File: src/rtl/switch_conditioner.sv
// Switch input conditioner: synchronises the nine raw switches, debounces the
// handshake level, and presents a data byte that is frozen while the handshake is high.
module switch_conditioner #(
    parameter int unsigned DEBOUNCE_CYCLES = 16,
    parameter int unsigned CNT_W           = $clog2(DEBOUNCE_CYCLES)
) (
    input  logic       Clock,
    input  logic       nReset,
    input  logic [8:0] SWRaw,
    output logic [7:0] SWData,
    output logic       Handshake,
    output logic       HandshakeEdge,
    output logic       Pending
);

    localparam logic [0:0] StLow  = 1'b0;
    localparam logic [0:0] StHigh = 1'b1;

    localparam logic [CNT_W-1:0] CntMax = CNT_W'(DEBOUNCE_CYCLES - 1);

    logic [8:0]       sync1_q, sync2_q;
    logic [0:0]       state_q, state_d;
    logic [CNT_W-1:0] hcnt_q, hcnt_d;
    logic             hs_edge_q, hs_rise;
    logic [7:0]       cand_q, cand_d;
    logic [7:0]       data_q, data_d;
    logic [CNT_W-1:0] dcnt_q, dcnt_d;
    logic             hs_mismatch;

    // Two-flop synchroniser on all nine switch bits.
    always_ff @(posedge Clock or negedge nReset) begin
        if (!nReset) begin
            sync1_q <= '0;
            sync2_q <= '0;
        end else begin
            sync1_q <= SWRaw;
            sync2_q <= sync1_q;
        end
    end

    assign hs_mismatch = sync2_q[8] != (state_q == StHigh);

    // Handshake debounce: N consecutive mismatching samples toggle the level; any match restarts.
    always_comb begin
        state_d = state_q;
        hcnt_d  = '0;
        hs_rise = 1'b0;
        if (hs_mismatch) begin
            if (hcnt_q == CntMax) begin
                state_d = (state_q == StHigh) ? StLow : StHigh;
                hs_rise = (state_q == StLow);
            end else begin
                hcnt_d = hcnt_q + 1'b1;
            end
        end
    end

    // Data candidate tracking and commit; commits are blocked while the handshake is (or is
    // about to become) high, so the core never sees data move under an asserted handshake.
    always_comb begin
        cand_d = cand_q;
        data_d = data_q;
        dcnt_d = dcnt_q;
        if (sync2_q[7:0] != cand_q) begin
            cand_d = sync2_q[7:0];
            dcnt_d = '0;
        end else if (cand_q != data_q) begin
            if (dcnt_q == CntMax && state_q == StLow && !hs_rise) begin
                data_d = cand_q;
                dcnt_d = '0;
            end else if (dcnt_q != CntMax) begin
                dcnt_d = dcnt_q + 1'b1;
            end
        end else begin
            dcnt_d = '0;
        end
    end

    // State, counters and registered outputs.
    always_ff @(posedge Clock or negedge nReset) begin
        if (!nReset) begin
            state_q   <= StLow;
            hcnt_q    <= '0;
            hs_edge_q <= 1'b0;
            cand_q    <= '0;
            data_q    <= '0;
            dcnt_q    <= '0;
        end else begin
            state_q   <= state_d;
            hcnt_q    <= hcnt_d;
            hs_edge_q <= hs_rise;
            cand_q    <= cand_d;
            data_q    <= data_d;
            dcnt_q    <= dcnt_d;
        end
    end

    assign SWData        = data_q;
    assign Handshake     = (state_q == StHigh);
    assign HandshakeEdge = hs_edge_q;
    assign Pending       = (cand_q != data_q);

endmodule
File: config.mk
export PLATFORM = sky130hd
export DESIGN_NAME = switch_conditioner
export DESIGN_NICKNAME = d
export VERILOG_FILES = /design/src/rtl/switch_conditioner.sv
export SDC_FILE = /design/constraint.sdc
export NUM_CORES = 1
export LEC_CHECK = 0
export ABC_AREA = 1
export CAP_MARGIN = 20
export CORE_MARGIN = 1
export CORE_UTILIZATION = 50
export CTS_CLUSTER_SIZE = 28
export DETAILED_ROUTE_END_ITERATION = 8
export PLACE_DENSITY = 0.79
export SETUP_SLACK_MARGIN = 0.1
export SLEW_MARGIN = 20
export SYNTH_ARGS = -nofsm -noshare
export SYNTH_HDL_FRONTEND = slang
export SYNTH_SLANG_ARGS = --single-unit
File: constraint.sdc
create_clock -name Clock -period 1.51 [get_ports Clock]
set_input_delay 0.151 -clock Clock [delete_from_list [all_inputs] [get_ports Clock]]
set_output_delay 0.151 -clock Clock [all_outputs]
set_load 0.05 [all_outputs]
=== Yosys cells after proc, flatten, opt, wreduce, memory -nomap -nowiden ===
Cells that the tools add are included.

* Add/sub/neg operators: 2
* Eq/ne operators: 7
* Multiplexer cells: 9
* Bitwise operators: 2
* Reduce and logical (&&, ||, !) cells: 5

{| class="wikitable"
|+ Operators with widths
! cell !! count
|-
| $mux 4 || 6
|-
| $ne 8x8->1 || 2
|-
| $add 4x1->4 const B || 2
|-
| $eq 4x4->1 const B || 2
|-
| $ne 4x1->1 const B || 1
|-
| $ne 4x4->1 const B || 1
|-
| $mux 1 || 3
|-
| $reduce_and 3->1 || 1
|-
| $logic_and 1x1->1 || 2
|-
| $not 1->1 || 2
|-
| $reduce_and 2->1 || 1
|-
| $logic_not 1->1 || 1
|-
| $ne 1x1->1 || 1
|}

* Bits in registers: 44
* Input port bits: 11
* Output and inout bits: 11
* Logic and storage cells: 33

=== Logic depth before layout (Yosys ltp) ===
Gate-level depths: netlist (run 1).

* Word-level depth: 8
* Depth in mapped cells: 10
* Mapped depth without buffers: 9

=== Worst setup path before layout (run 1) ===
Ideal clock, no wire load.

* Kind: register to register
* Start point: register data_q[0], in the netlist SWData[0]
* End point: register data_q[1], in the netlist SWData[1]
* Library setup time: 0.067 ns
* Arrival time: 1.554 ns
* Data required time: 1.443 ns
* Slack: -0.111 ns
* Stages on the path, launching flop included: 10
* Buffers on the path: 1
* Clock period less this slack: 1.621 ns
* Cell sequence: dfrtp_1 -> inv_1 -> nand2_1 -> nand2_1 -> nand2_1 -> nor2_1 -> nand2_2 -> buf_2 -> nand4_1 -> nand2_1

* Cells in the longest elaborated chain, start to end: 2

{| class="wikitable"
|+ Ends and longest elaborated chain
! item !! RTL line !! RTL
|-
| from (decl) || 26 || <nowiki>logic [7:0] data_q, data_d;</nowiki>
|-
| from (signal assigned) || 93 || <nowiki>data_q <= data_d;</nowiki>
|-
| $ne 8x8->1 || n/a ||
|-
| named net Pending || 13 || <nowiki>output logic Pending</nowiki>
|-
| $reduce_and 3->1 (no source line) || n/a ||
|}

The timed path passes the listed nets, and every way through them passes these cells.
A chain may end at the register's enable or synchronous reset.

=== Worst setup path after layout (run 1) ===
* Start point: register cand_q[6]
* End point: output port Pending

* Cells in the longest elaborated chain, start to end: 1

{| class="wikitable"
|+ Ends and longest elaborated chain
! item !! RTL line !! RTL
|-
| from (decl) || 25 || <nowiki>logic [7:0] cand_q, cand_d;</nowiki>
|-
| from (signal assigned) || 92 || <nowiki>cand_q <= cand_d;</nowiki>
|-
| $ne 8x8->1 || 101 || <nowiki>assign Pending = (cand_q != data_q);</nowiki>
|-
| to (decl) || 13 ||
|}

No other way between the ends.

==> metrics.txt, run 1 <==
Worst Max-Slew Pin Slew=244 ps; fill count=264; count of endpoints failing hold in the final timing report=0; area of the core region=3360 um2; Cells after Synth=186; Relative slew margins=0.835; leakage power=1.15 nW; Setup Skew=7.51 ps; mean number of vias per cell=4.91; EDFF count, synth=0; most area-consuming cells after synthesis=sky130_fd_sc_hd__dfrtp_1 62%, sky130_fd_sc_hd__nand2_1 12%, sky130_fd_sc_hd__nand4_1 4.2%; result of the run=finished, violations left; maximum buffer depth of the clock tree=2; share of final-layout standard cells stronger than drive strength 1=0.321; drt pass-1 iters=4; clock slew at the register clock pins of the worst setup and hold paths=120 ps; fmax=0.604 GHz; Post-DRT Antenna Nets=0; Num CTS Buffers=5; detailed router's first-iteration violation count=54; wire length of the first global-routing pass=5380 um; most frequent standard cell in the layout excluding fill and tap cells=sky130_fd_sc_hd__nand2_1; most used cells in the layout excluding fill and tap cells=47 x sky130_fd_sc_hd__nand2_1, 35 x sky130_fd_sc_hd__dfrtp_1, 19 x sky130_fd_sc_hd__buf_4; max-cap violation count=0; Initial Utilization=0.528; endpoints failing setup=9; clock net sink count=44; Arr. time, crit path=1500 ps; htree depth=2; proportion of synthesized flip-flops having asynchronous set or reset=1.00; Total Routing Usage GR=0.207; slowest cell delay on critical path=460 ps; number of input and output port buffers inserted=21; clock insertion delay at the later pin of the skew report=340 ps; die footprint=3790 um2; HP Class=in -> reg; post-route worst hold slack=231 ps; Setup Slack @ Placement=35.2 ps; cell chain of the critical path=xnor2_2, nand2_2, nor2_4, nand2_4, buf_12; Site Rows=21; failing checks=setup timing; final weighted congestion in routability-driven placement=0.774; post-synth cell types=20; fin crit period=1660 ps; post-route DRC violation count=0; Register-to-Register Setup Slack=-40 ps; sequential-to-total area share from yosys stat=0.620; per-cell routed wire length=12.8 um; clock tree from TritonCTS=yes; total number of yosys warnings=0; final core utilization=0.680; Die Span Y=61.6 um; required time at the endpoint of the critical path=1360 ps; remaining global-route overflow=0; number of max-slew violations in the final report=0; number of global-route vias before repair=1229; Mean Syn Cell Area=9.55 um2; top-level I/O count=22; slowest stage cell on the critical path=sky130_fd_sc_hd__dfrtp_2; via count=1311; cell type with the largest total area after synthesis=sky130_fd_sc_hd__dfrtp_1; Most used DFF post-synth=sky130_fd_sc_hd__dfrtp_1; Setup crit start kind=register; DPL Wire Length=2030 um; kind of end point of the critical path=output pin; final worst-path cycle share=1.10; number of antenna diodes=0; Synth Cell Area=1780 um2; detailed-route wire length=3420 um; CTS root buffer=sky130_fd_sc_hd__clkbuf_4; pwr dens=838 nW/um2; setup ws final=-146 ps; number of antenna violations at the first check in global routing=0; number of nets in the synthesized netlist=199; number of nets in the final layout=233; RSZ-0062 raised after global routing=yes; Max VDD drop=0.610 mV; fraction of synthesized cell area taken by the top area cell type=0.620; kind of critical path=reg -> out; post-synthesis register bit count=44; total negative setup slack=-401 ps; layout overhead on the synthesized area=28.9%; maximum fanout encountered on the critical timing path=3; die extent in x=61.6 um; pin count of the biggest net entering global routing=45
cell families after synthesis:
| family | synth area share |
|---|---|
| compound gates | 0.0197 |
| xor+xnor | 0.0444 |
| fa+ha+maj | 0.0141 |
| buf+inv | 0.0789 |
| flops | 0.620 |
| simple gates | 0.223 |
worst max-delay path: cells and delay by family, from the launching register on:
| kind | cells | cell delay, ps |
|---|---|---|
| xor+xnor | 1 | 220 |
| buf+inv | 1 | 150 |
| flops | 1 | 460 |
| simple gates | 3 | 340 |
cell usage after synthesis, types with 3 or more instances:
master                      n
sky130_fd_sc_hd__inv_2      3
sky130_fd_sc_hd__nand3_1    3
sky130_fd_sc_hd__nor2_1    14
sky130_fd_sc_hd__o21ai_0    4
sky130_fd_sc_hd__nand2_1   57
sky130_fd_sc_hd__xnor2_1    5
sky130_fd_sc_hd__nand4_1   12
sky130_fd_sc_hd__clkbuf_1   8
sky130_fd_sc_hd__inv_1     19
sky130_fd_sc_hd__xor2_1     4
sky130_fd_sc_hd__a21oi_1    3
sky130_fd_sc_hd__dfrtp_1   44
worst paths after layout:
kind,start,endpoint,depth (start not counted)
max reg2reg,cand_q[6],SWData[6],8
max,cand_q[6],Pending,5
min reg2reg,sync1_q[7],sync2_q[7],0
max in group asynchronous,nReset,SWData[6],3
min,SWRaw[5],sync1_q[5],1
min in group asynchronous,nReset,sync2_q[8],3
area by class of cell:
type | count | area [um2] | share of cell area
inverter | 22 | 82.6 | 0.0361
tap | 46 | 57.6 | 0.0252
clock inverter | 1 | 5.00 | 0.00219
multi-input combinational | 109 | 631 | 0.276
sequential | 44 | 1110 | 0.486
clock buffer | 7 | 45.0 | 0.0197
timing repair buffer | 38 | 355 | 0.155
report_power, final:
part           internal, W  leakage [nW]  switching, W
Clock             0.000182        0.0293      0.000343
Sequential         0.00122         0.538     0.0000307
Combinational    0.0000691         0.586     0.0000735
timing repair:
action                     CTS  global route
pin swaps                   17            12
hold endpoints to repair    44             0
resized for setup           18            17
setup buffers               11             1
hold buffers                 1             0
setup endpoints to repair   13            13
cloned                       1             0
registers in the layout, summed over array words and instances (netlist names):
signal         cells
sync2_q            9
sync1_q            9
hcnt_q             4
HandshakeEdge      1
Handshake          1
SWData             8
cand_q             8
dcnt_q             4
layer usage:
| layer | part of all wire | vias to the layer above | wire, um | GRT usage |
|---|---|---|---|---|
| li1 | - | 638 | - | - |
| met1 | 0.39 | 640 | 1350 | 0.224 |
| met2 | 0.55 | 25 | 1880 | 0.373 |
| met3 | 0.037 | 8 | 128 | 0.0777 |
| met4 | 0.019 | 0 | 65 | 0.0667 |
| met5 | 0 | - | 0 | 0 |
through the flow:
| stage | instance area (um2) | std cells | power (W) |
|---|---|---|---|
| floorplan | 1790 | 186 | 0.00132 |
| global placement | 2010 | 245 | 0.00138 |
| detailed placement | 2010 | 245 | 0.00139 |
| CTS | 2220 | 266 | 0.00191 |
| global route | 2290 | 267 | 0.00202 |
| finish | 2290 | 267 | 0.00192 |
Note: power is estimated with default switching activity, not from simulation.
==> inputs of run 2 (changes only) <==
Settings changed: CORE_MARGIN 1 to 8.
==> run 2 against run 1 <==
Against the previous run:
- the run still ends with setup timing left
- combinational power is 6% lower
- non-clock buffer count is 1 higher
- design area fell by 0.49%
- core utilization down 0.33 points
- clock skew is 4.1 ps higher
- die area increased by 51%
- setup slack better by 59 ps
- critical path depth increased by 2
- first-iteration DRC count is 48% higher
- power grew 8.8%
- register-to-register slack is essentially flat
- largest cell class unchanged
- largest power group unchanged
==> metrics.txt, run 2 (synthesized netlist as in run 1, its figures left out) <==
result of the run=finished, violations left; failing checks=setup timing; Register-to-Register Setup Slack=-50 ps; per-cell routed wire length=12.6 um; kind of end point of the critical path=output pin; kind of critical path=reg -> out; buffers plus inverters on the worst setup path=2; final weighted congestion in routability-driven placement=0.751; area of all placed cells without fillers=2280 um2; Worst Max-Slew Pin Slew=464 ps; Initial Utilization=0.528; pwr dens=917 nW/um2; number of antenna violations at the first check in global routing=0; top-level I/O count=22; Arr. time, crit path=1450 ps; pin count of the biggest net entering global routing=26; max-cap violation count=0; via count=1303; post-route worst hold slack=221 ps; die footprint=5710 um2; required time at the endpoint of the critical path=1360 ps; placed instance area=2030 um2; most used cells in the layout excluding fill and tap cells=51 x sky130_fd_sc_hd__nand2_1, 36 x sky130_fd_sc_hd__dfrtp_1, 22 x sky130_fd_sc_hd__buf_4; leading registers by flop count=sync1_q (9), sync2_q (9); maximum fanout encountered on the critical timing path=4; count of endpoints failing hold in the final timing report=0; most frequent standard cell in the layout excluding fill and tap cells=sky130_fd_sc_hd__nand2_1; drt pass-1 iters=5; die extent in x=75.6 um; Post-DRT Antenna Nets=0; setup ws final=-86.6 ps; R2R Path End=dcnt_q[3]; fmax=0.626 GHz; cell chain of the critical path=inv_1, nand2_1, nand2_1, nand2_1, nor2_2, nand2_4, buf_12; fin crit period=1600 ps; number of nets in the final layout=234; leakage power=1.16 nW; number of antenna diodes=0; Total Routing Usage GR=0.138; RSZ-0062 raised after global routing=yes; logic depth of the worst register-to-register path=10; clock tree from TritonCTS=yes; most frequent cell on the critical path=sky130_fd_sc_hd__nand2_1; Num CTS Buffers=5; clock insertion delay at the later pin of the skew report=360 ps; slowest stage cell on the critical path=sky130_fd_sc_hd__dfrtp_2; post-route DRC violation count=0; detailed router's first-iteration violation count=80; clock slew at the register clock pins of the worst setup and hold paths=120 ps; detailed-route wire length=3380 um; final worst-path cycle share=1.06; maximum buffer depth of the clock tree=2; Setup crit start=SWData[1]; crit-path leading delay family=flip-flops; remaining global-route overflow=0; fill count=275; htree depth=2; number of input and output port buffers inserted=21; share of final-layout standard cells stronger than drive strength 1=0.279; Setup Skew=11.6 ps; endpoints failing setup=9; Max VDD drop=0.655 mV; wire length of the first global-routing pass=5760 um; CTS root buffer=sky130_fd_sc_hd__clkbuf_4; Die Span Y=75.6 um; Relative slew margins=0.691; slowest cell delay on critical path=450 ps; area of the core region=3360 um2; clock net sink count=44; layout overhead on the synthesized area=28.3%; Site Rows=21; number of global-route vias before repair=1307; number of max-slew violations in the final report=0; Setup crit start kind=register; DPL Wire Length=2180 um; mean number of vias per cell=4.86; end point of the critical path=Pending; origin of the critical flop-to-flop path=cand_q[0]; HP Class=in -> reg; number of stages on the worst setup path=7
[run 2: worst register-to-register path: stages, from the launching register on]
cell and delay, ps:
sky130_fd_sc_hd__dfrtp_1 410, sky130_fd_sc_hd__buf_4 140, sky130_fd_sc_hd__buf_6 100, sky130_fd_sc_hd__nand2_1 50, sky130_fd_sc_hd__nand2_1 50, sky130_fd_sc_hd__nor2_1 110, sky130_fd_sc_hd__nand2_1 100, sky130_fd_sc_hd__nor2_4 170
sky130_fd_sc_hd__buf_12 160, sky130_fd_sc_hd__nand2_4 50, sky130_fd_sc_hd__nor3_2 150
[run 2: how the worst min path moves through the flow]
stage,startpoint,end,slack [ps],cells after the start
floorplan,nReset,Handshake,-140,0
finish,SWRaw[5],sync1_q[5],220,1
detailed placement,nReset,sync1_q[7],120,1
CTS,SWRaw[1],sync1_q[1],210,1
global placement,nReset,sync1_q[7],120,1
global route,SWRaw[5],sync1_q[5],190,1
[run 2: cell type report]
type / instances / area [um2] / share of cell area
flip-flops and latches: 44 / 1110 / 0.488
multi-input cells: 109 / 586 / 0.257
repair buffers: 39 / 364 / 0.160
inverters: 22 / 82.6 / 0.0363
well taps: 46 / 57.6 / 0.0253
clock buffers: 6 / 41.3 / 0.0181
clock inverters: 2 / 35.0 / 0.0154
[run 2: per-stage QoR]
stage	power [W]	std cells	setup WS [ps]	setup TNS [ps]	util
final	0.00209	268	-86.6	-224	0.677
after global routing	0.00219	268	-200	-1640	0.677
after CTS	0.00210	267	-74.8	-74.8	0.671
after detailed placement	0.00139	246	3.85	0	0.604
after global placement	0.00138	246	72.7	0	0.604
after floorplan	0.00132	186	119	0	-
[run 2: repair_timing]
| action | 4_1_cts | 5_1_grt |
|---|---|---|
| hold buffers | 1 | 0 |
| pin swaps | 11 | 1 |
| gates resized for setup | 13 | 5 |
| buffers inserted | 12 | 1 |
| endpoints found under the hold margin | 19 | 0 |
| setup endpoints to repair | 10 | 13 |
[run 2: routing by layer]
| metal | wire length, um | GRT usage |
|---|---|---|
| met1 | 1410 | 0.152 |
| met2 | 1740 | 0.230 |
| met3 | 144 | 0.0382 |
| met4 | 91 | 0.0853 |
| met5 | 0 | 0 |
[run 2: report_power, final]
part	total (W)	internal (W)	switching [W]
clock	0.000705	0.000347	0.000358
sequential	0.00125	0.00122	0.0000280
combinational	0.000135	0.0000673	0.0000678
